## src/rtl/tfhe_stream_slice.sv

```systemverilog
// Streaming toy-LWE brightness slice: encrypt pixel and brightness, add/subtract
// the ciphertexts, decrypt, and deliver the result over a valid/ready stream.
module tfhe_stream_slice #(
    parameter int                P_BITS     = 8,
    parameter int                Q_BITS     = 12,
    parameter logic [Q_BITS-1:0] SECRET_KEY = 12'd1337,
    parameter int                ERR        = 1,
    parameter logic [15:0]       SEED1      = 16'hACE1,
    parameter logic [15:0]       SEED2      = 16'h1D2B
) (
    input  logic              clk,
    input  logic              rst_n,
    input  logic              in_valid,
    output logic              in_ready,
    input  logic [P_BITS-1:0] in_pixel,
    input  logic [P_BITS-1:0] in_bright,
    input  logic              in_sub,
    output logic              out_valid,
    input  logic              out_ready,
    output logic [P_BITS-1:0] out_pixel,
    output logic [31:0]       beat_count
);

    localparam int                SHIFT      = Q_BITS - P_BITS;
    localparam int                DELTA      = 1 << SHIFT;
    localparam logic [Q_BITS-1:0] ERR_Q      = Q_BITS'(ERR);
    localparam logic [Q_BITS-1:0] HALF_DELTA = Q_BITS'(DELTA / 2);

    logic              advance;
    logic              accept;
    logic [P_BITS-1:0] msg   [2];
    logic [Q_BITS-1:0] ct_a  [2];
    logic [Q_BITS-1:0] ct_b  [2];

    logic              s1_valid_reg;
    logic              s1_sub_reg;
    logic              s2_valid_reg;
    logic [Q_BITS-1:0] s2_a_reg;
    logic [Q_BITS-1:0] s2_b_reg;
    logic              out_valid_reg;
    logic [P_BITS-1:0] out_pixel_reg;
    logic [31:0]       beat_count_reg;

    logic [Q_BITS-1:0] sum_a_next;
    logic [Q_BITS-1:0] sum_b_next;
    logic [Q_BITS-1:0] phase;
    logic [Q_BITS-1:0] rounded;
    logic [P_BITS-1:0] dec_pixel;

    // The whole pipeline moves as one; a stalled output freezes every stage.
    assign advance  = !out_valid_reg || out_ready;
    assign in_ready = advance;
    assign accept   = in_valid && advance;

    assign msg[0] = in_pixel;
    assign msg[1] = in_bright;

    for (genvar gi = 0; gi < 2; gi++) begin : g_operand
        localparam logic [15:0] SEED = (gi == 0) ? SEED1 : SEED2;

        logic [15:0]       lfsr_reg;
        logic [Q_BITS-1:0] s1_a_reg;
        logic [Q_BITS-1:0] s1_b_reg;
        logic [Q_BITS-1:0] key;
        logic [Q_BITS-1:0] a_times_s;
        logic [Q_BITS-1:0] enc_b;
        logic              feedback;

        assign key       = lfsr_reg[Q_BITS-1:0];
        assign a_times_s = key * SECRET_KEY;
        assign enc_b     = a_times_s + {msg[gi], {SHIFT{1'b0}}} + ERR_Q;
        // x^16 + x^14 + x^13 + x^11 + 1
        assign feedback  = lfsr_reg[15] ^ lfsr_reg[13] ^ lfsr_reg[12] ^ lfsr_reg[10];

        always_ff @(posedge clk or negedge rst_n) begin
            if (!rst_n) begin
                lfsr_reg <= SEED;
                s1_a_reg <= '0;
                s1_b_reg <= '0;
            end else begin
                // The key is consumed by this beat before the register steps.
                if (accept) begin
                    lfsr_reg <= {lfsr_reg[14:0], feedback};
                end
                if (advance) begin
                    s1_a_reg <= key;
                    s1_b_reg <= enc_b;
                end
            end
        end

        assign ct_a[gi] = s1_a_reg;
        assign ct_b[gi] = s1_b_reg;
    end

    assign sum_a_next = s1_sub_reg ? (ct_a[0] - ct_a[1]) : (ct_a[0] + ct_a[1]);
    assign sum_b_next = s1_sub_reg ? (ct_b[0] - ct_b[1]) : (ct_b[0] + ct_b[1]);

    // Round to the nearest multiple of DELTA to strip the accumulated error.
    assign phase     = s2_b_reg - s2_a_reg * SECRET_KEY;
    assign rounded   = phase + HALF_DELTA;
    assign dec_pixel = P_BITS'(rounded >> SHIFT);

    always_ff @(posedge clk or negedge rst_n) begin
        if (!rst_n) begin
            s1_valid_reg  <= 1'b0;
            s1_sub_reg    <= 1'b0;
            s2_valid_reg  <= 1'b0;
            s2_a_reg      <= '0;
            s2_b_reg      <= '0;
            out_valid_reg <= 1'b0;
            out_pixel_reg <= '0;
        end else if (advance) begin
            s1_valid_reg  <= in_valid;
            s1_sub_reg    <= in_sub;
            s2_valid_reg  <= s1_valid_reg;
            s2_a_reg      <= sum_a_next;
            s2_b_reg      <= sum_b_next;
            out_valid_reg <= s2_valid_reg;
            if (s2_valid_reg) begin
                out_pixel_reg <= dec_pixel;
            end
        end
    end

    always_ff @(posedge clk or negedge rst_n) begin
        if (!rst_n) begin
            beat_count_reg <= '0;
        end else if (out_valid_reg && out_ready) begin
            beat_count_reg <= beat_count_reg + 32'd1;
        end
    end

    assign out_valid  = out_valid_reg;
    assign out_pixel  = out_pixel_reg;
    assign beat_count = beat_count_reg;

    // Decryption is only exact if the doubled error stays below DELTA/2.
    config_ok: assert property (@(posedge clk) disable iff (!rst_n)
        (ERR >= 0) && (ERR < DELTA / 4) && (Q_BITS > P_BITS + 2) && (Q_BITS <= 16));

endmodule

```

## config.mk

```make
export PLATFORM = sky130hd
export DESIGN_NAME = tfhe_stream_slice
export DESIGN_NICKNAME = d
export VERILOG_FILES = /design/src/rtl/tfhe_stream_slice.sv
export SDC_FILE = /design/constraint.sdc
export NUM_CORES = 1
export LEC_CHECK = 0
export ABC_AREA = 1
export CELL_PAD_IN_SITES_DETAIL_PLACEMENT = 2
export CELL_PAD_IN_SITES_GLOBAL_PLACEMENT = 2
export CORE_UTILIZATION = 34
export CTS_CLUSTER_SIZE = 12
export DETAILED_ROUTE_END_ITERATION = 10
export PLACE_DENSITY = 0.8
export RECOVER_POWER = 25
export SYNTH_ARGS = -nofsm -noshare
export SYNTH_HDL_FRONTEND = slang
export SYNTH_SLANG_ARGS = --single-unit
```

## constraint.sdc

```tcl
create_clock -name clk -period 3.5 [get_ports clk]
set_input_delay 1.05 -clock clk [delete_from_list [all_inputs] [get_ports clk]]
set_output_delay 1.05 -clock clk [all_outputs]
set_load 0.005 [all_outputs]
```

==> results.toml <==
[placement]
place_hpwl_um = 30700
place.gp.congestion = 0.843
portBuffers = 62

[sta]
clock_skew_ns = 0.0179
hold_viol = 0
max_freq_mhz = 248
worst_pin_slew_ns = 1.73
fin_crit_ns = 4.03
drv_slew = 58
worst_slack_ns = -0.528
fin_crit_sh = 1.15
relSlewSlack = -0.151
finalSetupTns_ns = -5.13
setup_viol = 16
rsz0062_at_grt = "yes"

[synthesis]
synth_xor_area_frac = 0.0766
synthArstFlopShare = 1.00
ys_seq_elements = 148
syn_nets = 1755
synth.area.mux_share = 0
synth_warnings = 0
netlist_instances = 1519
synth_compound_area_frac = 0.0681
synth_fa_ha_area_frac = 0.255
netlist_area_mm2 = 0.0122
synthSimpleGateAreaFrac = 0.197
ys.flop_type = "dfrtp_1"
avgSynthCellArea_um2 = 8.06
yosysUniqueCellTypes = 38
synth_top_family_by_area = "adder cells"
synth_edf_count = 0
ys_seq_area_frac = 0.304

[layout]
n_antenna_cell = 0
final_core_util = 0.460
fill_cells = 3880
drive_gt1_frac = 0.246
nNetsFinal = 1956
multi_input_area_mm2 = 0.00846
syn_to_final_growth_pct = 33.4
ff_latch_area_mm2 = 0.00373

[routing]
wire_per_inst_um = 21.3
viasPerCell = 5.05
drtAntennaViolNets = 0
drtIter0Drc = 318
first_pass_iters = 8
routed_wl_um = 46600
vias = 11100
drc = 2

[cts]
cts_tree = "done"
clockRootBuffer = "clkbuf_16"
clk_pin_slew_worst_paths_ns = 0.07
clock_latency_ns = 0.46
postCtsHoldBufs = 0
cts_buffers = 17
clockBufferDepth = 2
cts_sinks = 148
ctsHtreeMaxLevel = 4

[global_route]
grt_pass1_vias = 13100
grt-ovfl-total = 0
grt.total_usage = 0.260
grt_pass1_wl_um = 72500
antenna_found_initial = 0
grt_max_degree = 79

[setup_path]
worstPathRequired_ns = 3.83
crit_path_max_fanout = 4
crit_family = "adder cells"
cp.buffers_inverters = 5
cpMaxStageDelayCell = "dfstp_2"
start_kind = "register"
path_class = "register to register"
worstSetupEndpointType = "register"
cp.arrival_ns = 4.36
r2r_setup_slack_ns = -0.53
cpPeakStageDelay_ns = 0.58
path_cells = "ha_4, ha_4, inv_2, fa_1, inv_2, fa_1, inv_1, fa_1, inv_2, ha_4, nand2_2, nor2_4, nand2_2, nor2_2, nor2_2, inv_1, nand2_1, nand3_1, nand2_1"

[floorplan]
core_area_mm2 = 0.0355
rows = 69
initial_core_util = 0.345
die-area_mm2 = 0.0368
io_pins = 63
die_h_um = 192
die_w_um = 192

[outcome]
status = "complete, but fails checks"
violations = "DRC, capacitance limit, slew limit, setup timing"

[run]
drv_cap = 1

[min_path]
min_path_type = "register to register"
-- metrics by stage --
stage	std cells	area (um2)	hold WS (ns)	worst slack [ns]
finish	2194	16300	0.472	-0.528
global route	2194	16300	0.509	-0.608
CTS	2181	15900	0.479	-0.455
floorplan	1519	12600	0.432	-0.429
global placement	2127	14500	0.463	-1.03
detailed placement	2127	14500	0.465	-1.15
-- synthesized netlist by cell type, types with 6 or more instances --
| cell | number | share of area |
|---|---|---|
| nand2_1 | 386 | 0.12 |
| inv_1 | 296 | 0.091 |
| ha_1 | 158 | 0.16 |
| dfrtp_1 | 132 | 0.27 |
| o21ai_0 | 83 | 0.034 |
| xor2_1 | 73 | 0.052 |
| nor2_1 | 65 | 0.020 |
| nand3_1 | 63 | 0.026 |
| fa_1 | 57 | 0.093 |
| xnor2_1 | 34 | 0.024 |
| a21oi_1 | 28 | 0.011 |
| clkbuf_1 | 23 | 0.0071 |
| nor3_1 | 21 | 0.0086 |
| a31oi_1 | 16 | 0.0082 |
| dfstp_2 | 16 | 0.034 |
| nand4_1 | 13 | 0.0066 |
| o21bai_1 | 10 | 0.0061 |
| nand2_2 | 6 | 0.0031 |
-- cells by family (layout without fill, tap and decap cells) --
logic type / after synthesis / in the layout
compound gates: 151 / 151
buf+inv: 323 / 537
fa+ha+maj: 215 / 215
simple gates: 575 / 575
xor+xnor: 107 / 107
flops: 148 / 148
-- layer usage --
metal  routed length [um]  track usage  vias to the layer above
met5                    0            0                        -
met4                 2020        0.126                        0
met1                18000        0.280                     5619
met3                 1170       0.0380                      112
met2                25500        0.490                      200
li1                     -            -                     5148
-- worst reg2reg max path, delay by kind of cell (launching register included) --
| family | cells | cell delay (ns) |
|---|---|---|
| adders and majority gates | 6 | 2.41 |
| buffers and inverters | 5 | 0.28 |
| DFF | 1 | 0.58 |
| and+or+nand+nor | 8 | 0.64 |
-- path summary, 6_finish.rpt --
kind,startpoint,to,cells past startpoint
setup / recovery,g_operand[1].lfsr_reg[5]$_DFFE_PN1P_,g_operand[1].s1_b_reg[11]$_DFFE_PN0N_,19
hold / removal,beat_count[31]$_DFFE_PN0P_,beat_count[31]$_DFFE_PN0P_,1
setup reg to reg,g_operand[1].lfsr_reg[5]$_DFFE_PN1P_,g_operand[1].s1_b_reg[11]$_DFFE_PN0N_,19
hold reg to reg,beat_count[31]$_DFFE_PN0P_,beat_count[31]$_DFFE_PN0P_,1
max in group asynchronous,rst_n,g_operand[1].s1_b_reg[8]$_DFFE_PN0N_,2
min in group asynchronous,rst_n,out_pixel[0]$_DFFE_PN0P_,1
-- area by class of cell --
| cell class | count | area share |
|---|---|---|
| sequential | 148 | 0.229 |
| inverter | 299 | 0.0698 |
| multi-input combinational | 1048 | 0.518 |
| timing repair buffer | 206 | 0.111 |
| clock inverter | 8 | 0.00782 |
| clock buffer | 24 | 0.0295 |
| tap | 461 | 0.0353 |
-- cell usage in the layout, fill, tap and decap left out, drive strengths merged, types with 2 or more instances in the layout --
cell type      count
xor2              73
a21oi             28
inv              299
dfstp             16
clkbuf            26
fa                57
nand3             64
clkinv             3
buf              147
nor2              71
clkdlybuf4s50     49
nand4             14
nand2            392
nand3b             2
xnor2             34
and2               2
o21bai            10
o22ai              4
clkinvlp           2
ha               158
clkdlybuf4s15      5
dfrtp            132
nor4               4
o31ai              2
a31oi             16
o21ai             84
a41oi              2
dlygate4sd2        3
a21o               2
nor3              24
bufinv             3
o221ai             2
-- repair_timing --
| action | in CTS | in global routing |
|---|---|---|
| endpoints found under the setup margin | 18 | 20 |
| pin swaps | 114 | 74 |
| hold endpoints to repair | 0 | 0 |
| buffers inserted | 23 | 14 |
| gates resized for setup | 177 | 75 |
Power is not shown: default switching activity piles up to over one toggle a cycle in this logic, so the estimate is an artifact.
